### src/rtl/emulador_hcsr04_pkg.sv
// Shared definitions for the HC-SR04 sensor emulator: state codes,
// default timing constants (50 MHz clock) and counter widths.
package emulador_hcsr04_pkg;

  localparam int CICLOS_US_PADRAO   = 50;
  localparam int TRIGGER_MIN_PADRAO = 10 * CICLOS_US_PADRAO;     // 10 us
  localparam int ATRASO_PADRAO      = 400 * CICLOS_US_PADRAO;    // 400 us
  localparam int CICLOS_CM_PADRAO   = 2941;                      // 58.82 us
  localparam int MAX_CM_PADRAO      = 400;
  localparam int TIMEOUT_PADRAO     = 38000 * CICLOS_US_PADRAO;  // 38 ms

  // Counter widths: the shared counter must hold TIMEOUT, the sub-counter
  // CICLOS_CM-1, and the cm counter up to 999.
  localparam int LARG_CNT = 22;
  localparam int LARG_SUB = 12;
  localparam int LARG_CM  = 10;

  typedef enum logic [3:0] {
    ST_INICIAL      = 4'h0,
    ST_MEDE_TRIGGER = 4'h1,
    ST_ATRASO       = 4'h2,
    ST_ECHO         = 4'h3,
    ST_FIM          = 4'h4
  } estado_t;

endpackage

### src/rtl/emulador_hcsr04_if.sv
// Trigger/echo bundle between the measuring circuit (master) and the
// emulated sensor (slave).
interface emulador_hcsr04_if;
  import emulador_hcsr04_pkg::*;

  logic        trigger;
  logic [11:0] distancia;
  logic        echo;
  logic        ocupado;
  logic [7:0]  medidas;
  estado_t     db_estado;

  modport master (
    output trigger, distancia,
    input  echo, ocupado, medidas, db_estado
  );

  modport slave (
    input  trigger, distancia,
    output echo, ocupado, medidas, db_estado
  );
endinterface

### src/rtl/emulador_hcsr04_bcd_para_binario.sv
// Combinational 3-digit BCD to binary converter. Invalid digits (>9) are
// flagged; the binary result is meaningless in that case.
module bcd_para_binario
  import emulador_hcsr04_pkg::*;
(
  input  logic [11:0]         bcd_i,
  output logic [LARG_CM-1:0]  bin_o,
  output logic                digito_invalido_o
);

  // Weighted sum of the three digits; 10 bits cover 999.
  always_comb begin
    bin_o = LARG_CM'(bcd_i[11:8]) * LARG_CM'(100)
          + LARG_CM'(bcd_i[7:4])  * LARG_CM'(10)
          + LARG_CM'(bcd_i[3:0]);
    digito_invalido_o = (bcd_i[11:8] > 4'd9) || (bcd_i[7:4] > 4'd9) ||
                        (bcd_i[3:0] > 4'd9);
  end

endmodule

### src/rtl/emulador_hcsr04.sv
// HC-SR04 sensor emulator: validates the trigger width, waits a fixed
// burst delay and then drives echo for a time proportional to the BCD
// distance (or a fixed timeout when the distance is out of range).
module emulador_hcsr04
  import emulador_hcsr04_pkg::*;
#(
  parameter int TRIGGER_MIN = TRIGGER_MIN_PADRAO,
  parameter int ATRASO      = ATRASO_PADRAO,
  parameter int CICLOS_CM   = CICLOS_CM_PADRAO,
  parameter int MAX_CM      = MAX_CM_PADRAO,
  parameter int TIMEOUT     = TIMEOUT_PADRAO
) (
  input  logic               clock,
  input  logic               reset,
  emulador_hcsr04_if.slave   bus
);

  localparam logic [LARG_CNT-1:0] TRIG_MIN_C = LARG_CNT'(TRIGGER_MIN);
  localparam logic [LARG_CNT-1:0] ATRASO_C   = LARG_CNT'(ATRASO);
  localparam logic [LARG_CNT-1:0] TMO_ULT_C  = LARG_CNT'(TIMEOUT - 1);
  localparam logic [LARG_SUB-1:0] SUB_ULT_C  = LARG_SUB'(CICLOS_CM - 1);
  localparam logic [LARG_CM-1:0]  MAX_CM_C   = LARG_CM'(MAX_CM);

  logic                trig_meta_q, trig_s_q, trig_ant_q;
  estado_t             estado_q, estado_d;
  logic [LARG_CNT-1:0] cnt_q, cnt_d;
  logic [LARG_SUB-1:0] sub_q, sub_d;
  logic [LARG_CM-1:0]  cm_q, cm_d;
  logic [11:0]         dist_q, dist_d;
  logic [7:0]          medidas_q, medidas_d;
  logic                echo_q, echo_d;

  logic [LARG_CM-1:0]  dist_bin;
  logic                digito_invalido;
  logic                fora_faixa;
  logic                subida_trig;

  bcd_para_binario u_bcd (
    .bcd_i             (dist_q),
    .bin_o             (dist_bin),
    .digito_invalido_o (digito_invalido)
  );

  assign fora_faixa  = digito_invalido || (dist_bin == '0) || (dist_bin > MAX_CM_C);
  assign subida_trig = trig_s_q && !trig_ant_q;

  // Synchronizer, FSM state and datapath registers.
  always_ff @(posedge clock or posedge reset) begin
    if (reset) begin
      trig_meta_q <= 1'b0;
      trig_s_q    <= 1'b0;
      trig_ant_q  <= 1'b0;
      estado_q    <= ST_INICIAL;
      cnt_q       <= '0;
      sub_q       <= '0;
      cm_q        <= '0;
      dist_q      <= '0;
      medidas_q   <= '0;
      echo_q      <= 1'b0;
    end else begin
      trig_meta_q <= bus.trigger;
      trig_s_q    <= trig_meta_q;
      trig_ant_q  <= trig_s_q;
      estado_q    <= estado_d;
      cnt_q       <= cnt_d;
      sub_q       <= sub_d;
      cm_q        <= cm_d;
      dist_q      <= dist_d;
      medidas_q   <= medidas_d;
      echo_q      <= echo_d;
    end
  end

  // Next-state and counter control.
  always_comb begin
    estado_d  = estado_q;
    cnt_d     = cnt_q;
    sub_d     = sub_q;
    cm_d      = cm_q;
    dist_d    = dist_q;
    medidas_d = medidas_q;
    case (estado_q)
      ST_INICIAL: begin
        // The detection cycle is itself a high cycle, so counting starts
        // at 1: a pulse of exactly TRIGGER_MIN synchronized cycles passes.
        if (subida_trig) begin
          estado_d = ST_MEDE_TRIGGER;
          cnt_d    = LARG_CNT'(1);
        end else begin
          cnt_d = '0;
        end
      end
      ST_MEDE_TRIGGER: begin
        if (trig_s_q) begin
          if (cnt_q < TRIG_MIN_C) cnt_d = cnt_q + LARG_CNT'(1);
        end else if (cnt_q >= TRIG_MIN_C) begin
          dist_d   = bus.distancia;
          estado_d = ST_ATRASO;
          cnt_d    = '0;
        end else begin
          estado_d = ST_INICIAL;
          cnt_d    = '0;
        end
      end
      ST_ATRASO: begin
        // Counts 0..ATRASO so echo rises ATRASO+1 edges after the fall.
        if (cnt_q == ATRASO_C) begin
          estado_d = ST_ECHO;
          cnt_d    = '0;
          sub_d    = '0;
          cm_d     = dist_bin;
        end else begin
          cnt_d = cnt_q + LARG_CNT'(1);
        end
      end
      ST_ECHO: begin
        if (fora_faixa) begin
          if (cnt_q == TMO_ULT_C) estado_d = ST_FIM;
          else                    cnt_d    = cnt_q + LARG_CNT'(1);
        end else if (sub_q == SUB_ULT_C) begin
          // One centimetre elapsed; stop after the last one.
          if (cm_q <= LARG_CM'(1)) begin
            estado_d = ST_FIM;
          end else begin
            cm_d  = cm_q - LARG_CM'(1);
            sub_d = '0;
          end
        end else begin
          sub_d = sub_q + LARG_SUB'(1);
        end
      end
      ST_FIM: begin
        estado_d  = ST_INICIAL;
        medidas_d = medidas_q + 8'd1;
      end
      default: estado_d = ST_INICIAL;
    endcase
    echo_d = (estado_d == ST_ECHO);
  end

  assign bus.echo      = echo_q;
  assign bus.ocupado   = (estado_q != ST_INICIAL);
  assign bus.medidas   = medidas_q;
  assign bus.db_estado = estado_q;

endmodule

### src/flat_wrapper.sv
// flat-port wrapper written by rule: the top's interface ports become plain ports
module emulador_hcsr04_flat import emulador_hcsr04_pkg::*;
#(
  parameter int TRIGGER_MIN = TRIGGER_MIN_PADRAO,
  parameter int ATRASO      = ATRASO_PADRAO,
  parameter int CICLOS_CM   = CICLOS_CM_PADRAO,
  parameter int MAX_CM      = MAX_CM_PADRAO,
  parameter int TIMEOUT     = TIMEOUT_PADRAO
)
  (clock, reset, bus_trigger, bus_distancia, bus_echo, bus_ocupado, bus_medidas, bus_db_estado);
  emulador_hcsr04_if bus_i ();
  input  logic clock;
  input  logic reset;
  input wire logic [$bits(bus_i.trigger)-1:0] bus_trigger;
  input wire logic [$bits(bus_i.distancia)-1:0] bus_distancia;
  output wire logic [$bits(bus_i.echo)-1:0] bus_echo;
  output wire logic [$bits(bus_i.ocupado)-1:0] bus_ocupado;
  output wire logic [$bits(bus_i.medidas)-1:0] bus_medidas;
  output wire logic [$bits(bus_i.db_estado)-1:0] bus_db_estado;
  assign bus_i.trigger = bus_trigger;
  assign bus_i.distancia = bus_distancia;
  assign bus_echo = bus_i.echo;
  assign bus_ocupado = bus_i.ocupado;
  assign bus_medidas = bus_i.medidas;
  assign bus_db_estado = bus_i.db_estado;
  emulador_hcsr04 #(.TRIGGER_MIN(TRIGGER_MIN), .ATRASO(ATRASO), .CICLOS_CM(CICLOS_CM), .MAX_CM(MAX_CM), .TIMEOUT(TIMEOUT)) u_core (.clock(clock), .reset(reset), .bus(bus_i));
endmodule
### config.mk
export PLATFORM = sky130hd
export DESIGN_NAME = emulador_hcsr04_flat
export DESIGN_NICKNAME = d
export VERILOG_FILES = /design/src/rtl/emulador_hcsr04_pkg.sv /design/src/rtl/emulador_hcsr04_if.sv /design/src/rtl/emulador_hcsr04_bcd_para_binario.sv /design/src/rtl/emulador_hcsr04.sv /design/src/flat_wrapper.sv
export SDC_FILE = /design/constraint.sdc
export NUM_CORES = 1
export LEC_CHECK = 0
export ABC_AREA = 1
export CORE_MARGIN = 2
export CORE_UTILIZATION = 55
export CTS_CLUSTER_SIZE = 28
export DETAILED_ROUTE_END_ITERATION = 16
export PLACE_DENSITY = 0.86
export SYNTH_ARGS = -nofsm -noshare
export SYNTH_HDL_FRONTEND = slang
export SYNTH_SLANG_ARGS = --single-unit
### constraint.sdc
create_clock -name clock -period 3.5 [get_ports clock]
set_input_delay 0.525 -clock clock [delete_from_list [all_inputs] [get_ports clock]]
set_output_delay 0.525 -clock clock [all_outputs]
set_load 0.02 [all_outputs]
==> tab_implementation.tex <==
\begin{tabular}{lr}
\hline
Metric & Value \\
\hline
\multicolumn{2}{l}{\textbf{Outcome}} \\
\quad Status & complete, but fails checks \\
\quad Violations in the final reports & setup timing \\
\multicolumn{2}{l}{\textbf{STA}} \\
\quad Hold Fails Final Rpt & 0 \\
\quad Final min period & roughly 3.5 ns \\
\quad Number of pins with negative max-slew slack in the final report & 0 \\
\quad Achievable clock frequency & about 0.28 GHz \\
\quad Unrepaired setup endpoints after global routing & true \\
\quad Post-route worst setup slack & -0.0151 ns \\
\quad Worst slew slack as a fraction of its limit & between 50\% and 60\% \\
\quad Transition at the pin with the smallest max-transition slack & 0.697 ns \\
\quad Final setup violation count & 2 \\
\quad Clock Skew & between 0.015 and 0.02 ns \\
\quad Part of the cycle the worst path needs & 100\% \\
\multicolumn{2}{l}{\textbf{Setup path}} \\
\quad Slack of the worst reg-to-reg path & -0.02 ns \\
\quad Worst Setup End Kind & flip-flop \\
\quad Type of element launching the critical path & flip-flop \\
\quad Maximum cell stage delay along the critical path & roughly 0.41 ns \\
\quad Cells traversed along the worst timing path & ha\_4 > ha\_4 > fa\_2 > xor2\_2 > ha\_1 > ha\_4 > nand2\_2 > nor2\_2 > nand2\_2 > nand3\_2 > nand2\_1 > nand2\_2 > nand3\_2 > nand3\_4 > nand2\_4 > nand2\_8 > nand2\_4 > nand2\_1 > nand2\_1 \\
\quad Delay-heaviest family, CP & adder cells \\
\quad Worst reg2reg startpoint & u\_core.dist\_q[7] \\
\quad Critical path class & reg2reg \\
\quad CP Data Arrival Time & roughly 3.8 ns \\
\quad Maximum net fanout on the critical path & 11 \\
\quad Cell with the biggest individual delay on the critical path & dfrtp\_1 \\
\quad Required time at the worst-slack endpoint & 3.74 ns \\
\quad Startpoint of the most critical setup path & u\_core.dist\_q[7] \\
\quad WP buf/inv & 0 \\
\multicolumn{2}{l}{\textbf{Hold path}} \\
\quad Hold wc startpoint & u\_core.trig\_s\_q \\
\quad Min-delay worst type & reg2reg \\
\multicolumn{2}{l}{\textbf{Global route}} \\
\quad Total global-route track usage & about a quarter \\
\quad Vias in the first global route & roughly 4.7k \\
\quad Largest net degree at the start of global routing & 42 \\
\quad Total congestion overflow after global routing & 0 \\
\quad First-pass GRT wire length & 20800 microns \\
\quad Initial antenna violation count & 1 \\
\multicolumn{2}{l}{\textbf{Pwr}} \\
\quad Power per unit of standard cell area & $\sim$320 mW/mm\^{}2 \\
\quad Max VDD drop & roughly 260 uV \\
\quad Total leakage power & between 2 and 3 nW \\
\multicolumn{2}{l}{\textbf{Synth}} \\
\quad EDFF count, synth & 0 \\
\quad Count of state elements after synthesis & 72 \\
\quad Area of the mapped netlist & 0.00532 sq mm \\
\quad Distinct cell type count after synthesis & 39 \\
\quad Dominant synthesized flop cell & dfrtp\_1 \\
\quad Fraction of post-synthesis cell area in the top cell type by area & roughly a third \\
\quad Synth async-reset ratio & 100\% \\
\quad Per-instance average area after synthesis & 7.32 sq um \\
\quad Largest area contributor in the netlist & dfrtp\_1 \\
\quad Gate Count Post-Synth & 726 \\
\quad Fraction of the yosys area taken by sequential cells & 33.9\% \\
\quad Number of synthesis warnings & 0 \\
\quad Total nets after synthesis & roughly 780 \\
\quad Largest cells by area after synthesis & dfrtp\_1 (34\%), nand2\_1 (15\%), ha\_1 (7.8\%), nor2\_1 (6.1\%), inv\_1 (5.6\%) \\
\multicolumn{2}{l}{\textbf{Finish}} \\
\quad Nets@finish & 825 \\
\quad Non-filler instance count after layout & $\sim$900 \\
\quad Fraction of the core area covered by cells at the end of the flow & about two thirds \\
\quad FILL cells & roughly 710 \\
\quad Area of the multi-input gates & $\sim$0.0034 sq mm \\
\quad Sequential cell area & approximately 0.0018 sq mm \\
\quad Share of layout cells above drive strength 1 & around 16\% \\
\quad Area overhead of the layout relative to synthesis & 19.1\% \\
\multicolumn{2}{l}{\textbf{Floorplanning}} \\
\quad Io pins & 29 \\
\quad Floorplan die height & approximately 100 microns \\
\quad Chip width & slightly above 100 microns \\
\quad DIE AREA & between 0.01 and 0.015 sq mm \\
\quad Cell row count & 35 \\
\quad CORE AREA & just over 0.009 sq mm \\
\quad Starting density of the core & 57.0\% \\
\multicolumn{2}{l}{\textbf{Drt}} \\
\quad TritonRoute pass-1 iters & 6 \\
\quad Vias/cell & about 5.6 \\
\quad Via total after detailed routing & 5072 \\
\quad Detailed-route wire length & around 14000 microns \\
\quad Iter 0 DRT Violations & roughly 440 \\
\quad Post-route antenna net violation count & 0 \\
\quad Per-cell routed wire length & 15.4 microns \\
\quad Post-route DRC & 0 \\
\multicolumn{2}{l}{\textbf{Clock network}} \\
\quad Worst-skew pair later-pin latency & around 0.36 ns \\
\quad CTS tree & done \\
\quad CTS Hold Buffers Added & 0 \\
\quad CTS Root Buffer Type & clkbuf\_8 \\
\quad Buffers from clock root to sink, at most & 2 \\
\quad Number of buffers added by the clock tree synthesis step & 9 \\
\quad H-tree levels & 3 \\
\quad Total clock sinks & 72 \\
\quad Clock-pin slew reported for the worst setup and hold paths after clock tree synthesis & 0.08 ns \\
\multicolumn{2}{l}{\textbf{Placed design}} \\
\quad DP HPWL & $\sim$9400 microns \\
\quad Port Buffer Count & 28 \\
\quad Final estimated routing congestion in global placement & 0.928 \\
\quad Placed cells & 881 \\
\quad Setup slack at placement & -0.0749 ns \\
\multicolumn{2}{l}{\textbf{Run}} \\
\quad Max capacitance violation total & 0 \\
\hline
\end{tabular}
[power breakdown]
| group | internal (mW) | switching, mW |
|---|---|---|
| Combinational | 0.233 | 0.360 |
| Clock | 0.275 | 0.318 |
| Sequential | 0.843 | 0.0116 |
[registers in the layout, summed over array words and instances, names as in the netlist]
register,cells
u_core.cnt_q,22
u_core.trig_s_q,1
u_core.trig_ant_q,1
u_core.bus.echo,1
u_core.trig_meta_q,1
u_core.bus.db_estado,4
u_core.dist_q,12
u_core.sub_q,12
u_core.bus.medidas,8
u_core.cm_q,10
[synthesized netlist by cell type, types with 2 or more instances]
library cell,number
or2_1,2
nand3b_1,5
nand2_1,209
nand2_2,6
xor2_1,16
inv_2,6
nor2_4,2
mux2_2,7
nor2_8,2
nor3_1,20
ha_1,33
buf_2,5
nor2_2,4
buf_4,5
nand4_1,14
o21ai_2,8
o22ai_1,3
inv_1,80
buf_6,5
o21ai_1,11
nor4_1,3
fa_1,5
a21oi_1,12
xnor2_1,14
nor2_1,87
nand2_4,4
o21ai_0,21
or2_2,3
dfrtp_1,72
nand3_1,53
[area by class of cell]
class	instances	area share (%)
clock buffers	13	2.35
well taps	129	2.55
diodes	1	0.0395
multi-input cells	555	53.5
inverters	86	5.10
clock inverters	3	0.277
repair buffers	48	7.75
flip-flops and latches	72	28.5
[cell families (layout without fill, tap and decap cells)]
logic type | count (synthesis) | after routing | synth area share [%]
and+or+nand+nor | 418 | 420 | 35.1
buffers and inverters | 101 | 150 | 8.31
DFF | 72 | 72 | 33.9
AOI/OAI and AO/OA | 59 | 59 | 6.54
adders and majority gates | 38 | 38 | 9.65
xor gates and xnor gates | 30 | 30 | 4.94
muxes | 7 | 7 | 1.48
other | 1 | 2 | 0.0705
[layout by cell type, fill, tap and decap left out, types with 4 or more instances in the layout]
cell and count:
nand3b_1 5, xnor2_1 14, fa_1 4, inv_2 10, nand2_1 194, nor2_1 86
o21ai_1 10, nand4_1 14, inv_1 76, nand3_2 11, nor2_2 4, nand2_2 21
o21ai_2 9, nand3_1 42, a21oi_1 10, nor3_1 20, mux2_2 7, buf_4 13
ha_1 22, xor2_1 15, clkbuf_8 10, clkdlybuf4s50_1 28, dfrtp_1 72, ha_4 10
o21ai_0 21
[path summary, 6_finish.rpt]
path	end	depth (start not counted)
worst max-delay path	u_core.cnt_q[2]	19
worst min-delay path	u_core.trig_ant_q	0
worst max register to register	u_core.cnt_q[2]	19
worst min register to register	u_core.trig_ant_q	0
max in group asynchronous	u_core.dist_q[2]	3
min in group asynchronous	u_core.cnt_q[13]	2
[stage by stage]
stage	power (mW)	instance area (sq um)	setup TNS (ns)	hold WS [ns]
3_5_place_dp	1.32	5760	-0.877	0.408
2_1_floorplan	1.19	5320	0	0.331
5_1_grt	2.14	6330	-2.42	0.433
4_1_cts	1.94	6020	0	0.424
6_report	2.04	6330	-0.0262	0.422
3_3_place_gp	1.30	5760	0	0.387
[per-layer routing]
layer  up-vias  track usage (%)  part of all wire (%)
met5         -                0                     0
met4         0             9.74                   3.5
met3        58             4.10                   7.1
met2       249             44.7                    50
met1      2342             30.9                    40
li1       2423                -                     -
[what timing repair did]
action	in CTS	in global routing
buffers inserted	1	4
pin swaps	1	22
resized for setup	8	51
endpoints found under the setup margin	45	48
cloned	1	3
No activity file was read; power rests on OpenSTA's default activity.
